===== config.mk =====
export PLATFORM = sky130hd
export DESIGN_NAME = adc_spi_capture
export DESIGN_NICKNAME = d
export VERILOG_FILES = /design/src/rtl/adc_spi_pkg.sv /design/src/rtl/sclk_div.sv /design/src/rtl/adc_spi_capture.sv
export SDC_FILE = /design/constraint.sdc
export NUM_CORES = 1
export LEC_CHECK = 0
export BUFFER_PORTS_ARGS = -buffer_cell sky130_fd_sc_hd__buf_4
export CORE_AREA = 4 4 61 63
export CTS_BUF_LIST = sky130_fd_sc_hd__clkbuf_8 sky130_fd_sc_hd__clkbuf_16
export CTS_CLUSTER_DIAMETER = 200
export DETAILED_ROUTE_END_ITERATION = 16
export DIE_AREA = 0 0 65 67
export PLACE_DENSITY = 0.77
export SYNTH_ARGS = -nofsm -noshare
export SYNTH_HDL_FRONTEND = slang
export SYNTH_SLANG_ARGS = --single-unit

===== constraint.sdc =====
create_clock -name clk -period 2 [get_ports clk]
set_input_delay 0.3 -clock clk [delete_from_list [all_inputs] [get_ports clk]]
set_output_delay 0.3 -clock clk [all_outputs]
set_load 0.03 [all_outputs]

===== src/rtl/adc_spi_pkg.sv =====
// Shared definitions for the ADC SPI capture block.
// Holds the FSM state encoding, the default parameter values used by
// adc_spi_capture and sclk_div, and a helper that sizes counters so a
// parameter of 1 still yields a legal one-bit vector.
package adc_spi_pkg;

  // Default SCLK half-period in clk cycles.
  localparam int DEF_CLK_DIV    = 4;
  // Default SCLK cycles per conversion frame.
  localparam int DEF_FRAME_BITS = 16;
  // Default number of leading frame bits that are discarded.
  localparam int DEF_LEAD_BITS  = 4;
  // Default number of data bits captured after the lead bits.
  localparam int DEF_DATA_BITS  = 12;

  // Conversion sequencer states.
  typedef enum logic [1:0] {
    IDLE  = 2'd0,
    SETUP = 2'd1,
    SHIFT = 2'd2,
    QUIET = 2'd3
  } state_t;

  // Width needed to count 0..n-1; never narrower than one bit.
  function automatic int cnt_width(input int n);
    return (n > 1) ? $clog2(n) : 1;
  endfunction

endpackage


===== src/rtl/sclk_div.sv =====
// SCLK half-period divider.
// Counts clk cycles while enabled and pulses tick on the last cycle of every
// CLK_DIV-cycle phase. The count restarts from zero whenever en drops, so a
// fresh phase always begins exactly CLK_DIV cycles before its tick.
//
// Ports:
//   clk   - sole clock, posedge
//   rst_n - asynchronous active-low reset
//   en    - count enable; low clears the counter
//   tick  - high during the final cycle of each half-period
module sclk_div
  import adc_spi_pkg::*;
#(
  parameter int CLK_DIV = DEF_CLK_DIV
) (
  input  logic clk,
  input  logic rst_n,
  input  logic en,
  output logic tick
);

  localparam int            DW   = cnt_width(CLK_DIV);
  localparam logic [DW-1:0] LAST = DW'(CLK_DIV - 1);

  logic [DW-1:0] cnt_r;

  // Half-period counter: runs 0..CLK_DIV-1 while enabled, then restarts.
  always_ff @(posedge clk or negedge rst_n) begin
    if (!rst_n) begin
      cnt_r <= '0;
    end else if (!en || (cnt_r == LAST)) begin
      cnt_r <= '0;
    end else begin
      cnt_r <= cnt_r + DW'(1);
    end
  end

  assign tick = en && (cnt_r == LAST);

endmodule


===== src/rtl/adc_spi_capture.sv =====
// SPI master that reads one conversion frame from a serial ADC per start
// request. The frame is FRAME_BITS SCLK cycles long; the first LEAD_BITS
// bits and any bits after LEAD_BITS+DATA_BITS are dropped, the rest are
// collected MSB-first and presented on data_out with a one-cycle valid.
//
// Ports:
//   clk      - sole clock, posedge
//   rst_n    - asynchronous active-low reset
//   start    - one-cycle conversion request, honoured only when idle
//   sdata    - ADC serial data, sampled as sclk is driven high
//   cs_n     - ADC chip select, active low (flop output)
//   sclk     - ADC serial clock, idles high (flop output)
//   busy     - conversion in progress (SETUP, SHIFT, QUIET)
//   data_out - last completed sample, held between valid pulses
//   valid    - one-cycle pulse when data_out is updated
module adc_spi_capture
  import adc_spi_pkg::*;
#(
  parameter int CLK_DIV    = DEF_CLK_DIV,
  parameter int FRAME_BITS = DEF_FRAME_BITS,
  parameter int LEAD_BITS  = DEF_LEAD_BITS,
  parameter int DATA_BITS  = DEF_DATA_BITS
) (
  input  logic                 clk,
  input  logic                 rst_n,
  input  logic                 start,
  input  logic                 sdata,
  output logic                 cs_n,
  output logic                 sclk,
  output logic                 busy,
  output logic [DATA_BITS-1:0] data_out,
  output logic                 valid
);

  localparam int            BW       = cnt_width(FRAME_BITS);
  localparam logic [BW-1:0] LAST_BIT = BW'(FRAME_BITS - 1);

  state_t               state_r;
  logic [BW-1:0]        bit_cnt_r;
  logic [DATA_BITS-1:0] shift_r;
  logic                 quiet_half_r;

  logic div_en_s;
  logic tick_s;
  logic keep_bit_s;

  // The divider idles in IDLE and also during the valid cycle, so QUIET
  // spends a full 2*CLK_DIV cycles after the cycle that delivers the data.
  assign div_en_s = (state_r != IDLE) && !valid;

  sclk_div #(
    .CLK_DIV (CLK_DIV)
  ) u_sclk_div (
    .clk   (clk),
    .rst_n (rst_n),
    .en    (div_en_s),
    .tick  (tick_s)
  );

  // Only the data window of the frame reaches the shift register.
  assign keep_bit_s = (int'(bit_cnt_r) >= LEAD_BITS) &&
                      (int'(bit_cnt_r) <  (LEAD_BITS + DATA_BITS));

  // Conversion sequencer with registered SPI pins, status and data outputs.
  always_ff @(posedge clk or negedge rst_n) begin
    if (!rst_n) begin
      state_r      <= IDLE;
      cs_n         <= 1'b1;
      sclk         <= 1'b1;
      busy         <= 1'b0;
      valid        <= 1'b0;
      data_out     <= '0;
      bit_cnt_r    <= '0;
      shift_r      <= '0;
      quiet_half_r <= 1'b0;
    end else begin
      valid <= 1'b0;
      case (state_r)
        IDLE: begin
          cs_n         <= 1'b1;
          sclk         <= 1'b1;
          bit_cnt_r    <= '0;
          quiet_half_r <= 1'b0;
          if (start) begin
            state_r <= SETUP;
            cs_n    <= 1'b0;
            busy    <= 1'b1;
            shift_r <= '0;
          end else begin
            state_r <= IDLE;
            busy    <= 1'b0;
          end
        end

        SETUP: begin
          // cs_n is already low; hold sclk high for one half-period.
          if (tick_s) begin
            state_r   <= SHIFT;
            sclk      <= 1'b0;
            bit_cnt_r <= '0;
          end else begin
            state_r <= SETUP;
          end
        end

        SHIFT: begin
          if (tick_s) begin
            if (!sclk) begin
              // End of low phase: raise sclk and sample the bit the ADC
              // presented on the preceding falling edge.
              sclk <= 1'b1;
              if (keep_bit_s) begin
                shift_r <= (shift_r << 1) | DATA_BITS'(sdata);
              end else begin
                shift_r <= shift_r;
              end
            end else if (bit_cnt_r == LAST_BIT) begin
              // End of the final high phase: release the ADC and publish.
              state_r  <= QUIET;
              cs_n     <= 1'b1;
              valid    <= 1'b1;
              data_out <= shift_r;
            end else begin
              bit_cnt_r <= bit_cnt_r + BW'(1);
              sclk      <= 1'b0;
            end
          end else begin
            state_r <= SHIFT;
          end
        end

        QUIET: begin
          // Two divider phases of recovery time before the next frame.
          if (tick_s) begin
            if (quiet_half_r) begin
              state_r      <= IDLE;
              busy         <= 1'b0;
              quiet_half_r <= 1'b0;
            end else begin
              quiet_half_r <= 1'b1;
            end
          end else begin
            state_r <= QUIET;
          end
        end

        default: begin
          state_r      <= IDLE;
          cs_n         <= 1'b1;
          sclk         <= 1'b1;
          busy         <= 1'b0;
          bit_cnt_r    <= '0;
          quiet_half_r <= 1'b0;
        end
      endcase
    end
  end

endmodule


==> reports/metrics.cfg <==
[run_status]
run_status=complete, no violations

[clock_network]
htree_levels=2
cts-root-buf=clkbuf_8
cts_sinks=37
ctsLongestPathBuffers=2
cts_made_buffers=5
ctsHoldBuffers=1
cts.repair.resized=0
cts_setup_buffers=0
clk_latency_ns=0.29
cts_tree=yes
clkTransAtPathRegs_ns=0.07

[sta]
relSlewSlack_pct=69.1
setup_slack_ns=0.233
worst_pin_slew_ns=0.464
setup_violations=0
setup_tns_ns=0
skew_ns=0.00546
min_period_over_period_pct=88.4
max_freq_mhz=566
min_period_ns=1.77
maxSlewViolCount=0
hold_viol_final=0
rsz0062_at_grt=no

[floorplanning]
die_area_um2=4360
start_util_pct=55.1
io_pins=20
fp.dieH_um=67
num_rows=21
core_um2=3230
dieWidth_um=65

[place]
post-place-ws_ns=0.248
dp.cells=212
hpwl_um=2370
placement.io_buffers=19
place_congestion=0.769

[power]
finalPower_mw=1.44
p_leak_nw=0.943
ir_drop_mv=0.520
powerDensity_nw_per_um2=694

[yosys]
synth_xor_area_share_pct=0
ys_seq_area_share_pct=52.2
synth_compound_area_share_pct=7.10
synth.area.top_cells=dfrtp_1 49%, mux2i_1 6.8%, mux2_4 6.8%
synth_top_family_by_area=simple AND/OR/NAND/NOR gates
muxShareOfSynthArea_pct=16.0
synth_edf_count=0
yosysTopAreaCell=dfrtp_1
synth_ff_type=dfrtp_1
synthArstFlopShare_pct=100
synth_top_area_share_pct=49.2
synthAdderAreaFrac_pct=1.41
synthCells=150
synth.distinct_cells=43
netlist_area_um2=1780
synth_fp_nets=156
synthSimpleGateAreaFrac_pct=17.3
synth_area_per_cell_um2=11.9
yosys_warnings=0
synth_seq_cells=37

[drt]
drcViolationCount=0
drt_iter0_drc=51
vias_per_cell=5.53
ant_nets=0
dr.pass1.iters=4
routedWlPerCell_um=15.7
wl_um=3480
num_vias=1223

[grt]
antenna_found_initial=0
grt_pass1_wl_um=6020
overflow=0
track_usage_pct=18.5
grt_pass1_vias=1254
grt_max_degree=38

[final_layout]
num-fill-cells=271
stdcell_count=221
layout-area-overhead-vs-synth_pct=17.0
regArea_um2=928
multi_input_comb_area_um2=744
mostFrequentLayoutCell=dfrtp_1
fin_nets=180
antenna_cells=0
drive_above_1_share_pct=28.6
layout_common_cells=35 x dfrtp_1, 23 x buf_4, 15 x nand2_1, 15 x inv_1, 12 x mux2i_1

[critical_path]
start_kind=flip-flop
crit_type=flip-flop to flip-flop
cp.required_ns=2.17
worstPathMaxFanout=14
ff2ff_path_depth=5
worstPathArrival_ns=1.94
end_kind=flip-flop

[worst_hold_path]
holdCritPathClass=primary input to flip-flop
hold_path_depth=3

[flow_run]
max-cap-violations=0

area by class of cell:
cell class | count | share of cell area, %
Inverter | 14 | 2.52
Clock buffer | 6 | 3.97
Clock inverter | 2 | 1.62
Multi-Input combinational cell | 92 | 35.8
Tap cell | 46 | 2.76
Sequential cell | 37 | 44.6
Timing Repair Buffer | 24 | 8.77
synthesized netlist by cell type, drive strengths merged (2+ instances only):
| cell | n |
|---|---|
| a21oi | 3 |
| buf | 5 |
| inv | 14 |
| nand3 | 6 |
| mux2 | 12 |
| dfstp | 2 |
| mux2i | 12 |
| nor3 | 5 |
| nand2 | 15 |
| nand4 | 2 |
| clkbuf | 2 |
| nand2b | 5 |
| dfrtp | 35 |
| nor4b | 2 |
| o21ai | 3 |
| o311ai | 2 |
| a31oi | 2 |
| nor2 | 2 |
| nor2b | 3 |
| o31ai | 2 |
| nor4 | 2 |
| ha | 2 |
per-stage QoR:
step,util (%),cell area (um2),hold slack (ns)
after global routing,64.4,2080,0.293
after CTS,64.4,2080,0.266
final,64.4,2080,0.262
after global placement,60.5,1960,0.281
after detailed placement,60.5,1960,0.282
after floorplan,-,1780,0.00441
registers in the layout, indices dropped and copies added, names as in the netlist:
signal            cells
valid                 1
u_sclk_div.cnt_r      2
cs_n                  1
data_out             12
bit_cnt_r             4
shift_r              12
quiet_half_r          1
busy                  1
state_r               2
sclk                  1
power by group:
| part | total (mW) | internal, mW | switching, mW | leakage, nW |
|---|---|---|---|---|
| Sequential | 0.754 | 0.751 | 0.00240 | 0.483 |
| Clock | 0.662 | 0.401 | 0.260 | 0.0626 |
| Combinational | 0.0288 | 0.00868 | 0.0202 | 0.397 |
| Total | 1.44 | 1.16 | 0.283 | 0.943 |
cell families after synthesis:
logic type	count (synthesis)
adder cells (fa/ha/maj)	2
buffers and inverters	21
multiplexers	24
AND/OR/NAND/NOR	48
AO/OA/AOI/OAI	18
flip-flops	37
routing by layer:
| metal | wire (um) | track usage, % | vias to the layer above |
|---|---|---|---|
| li1 | - | - | 574 |
| met1 | 1510 | 21.8 | 624 |
| met2 | 1810 | 31.9 | 20 |
| met3 | 119 | 5.90 | 5 |
| met4 | 40 | 6.33 | 0 |
| met5 | 0 | 0 | - |
worst max-delay path, cell delays in order (launching register included):
cell,delay [ns]
dfrtp_1,0.40
ha_1,0.24
nand3_1,0.18
nor3_4,0.21
buf_4,0.27
mux2_2,0.36
path summary, 6_finish.rpt:
check / slack (ns) / endpoint / start
setup / recovery: 0.23 / data_out[4] / bit_cnt_r[1]
hold / removal: 0.26 / shift_r[0] / sdata
setup reg to reg: 0.23 / data_out[4] / bit_cnt_r[1]
hold reg to reg: 0.45 / u_sclk_div.cnt_r[0] / u_sclk_div.cnt_r[0]
max in group asynchronous: 1.13 / cs_n / rst_n
min in group asynchronous: 0.50 / bit_cnt_r[3] / rst_n
No activity file was read; power rests on OpenSTA's default activity.
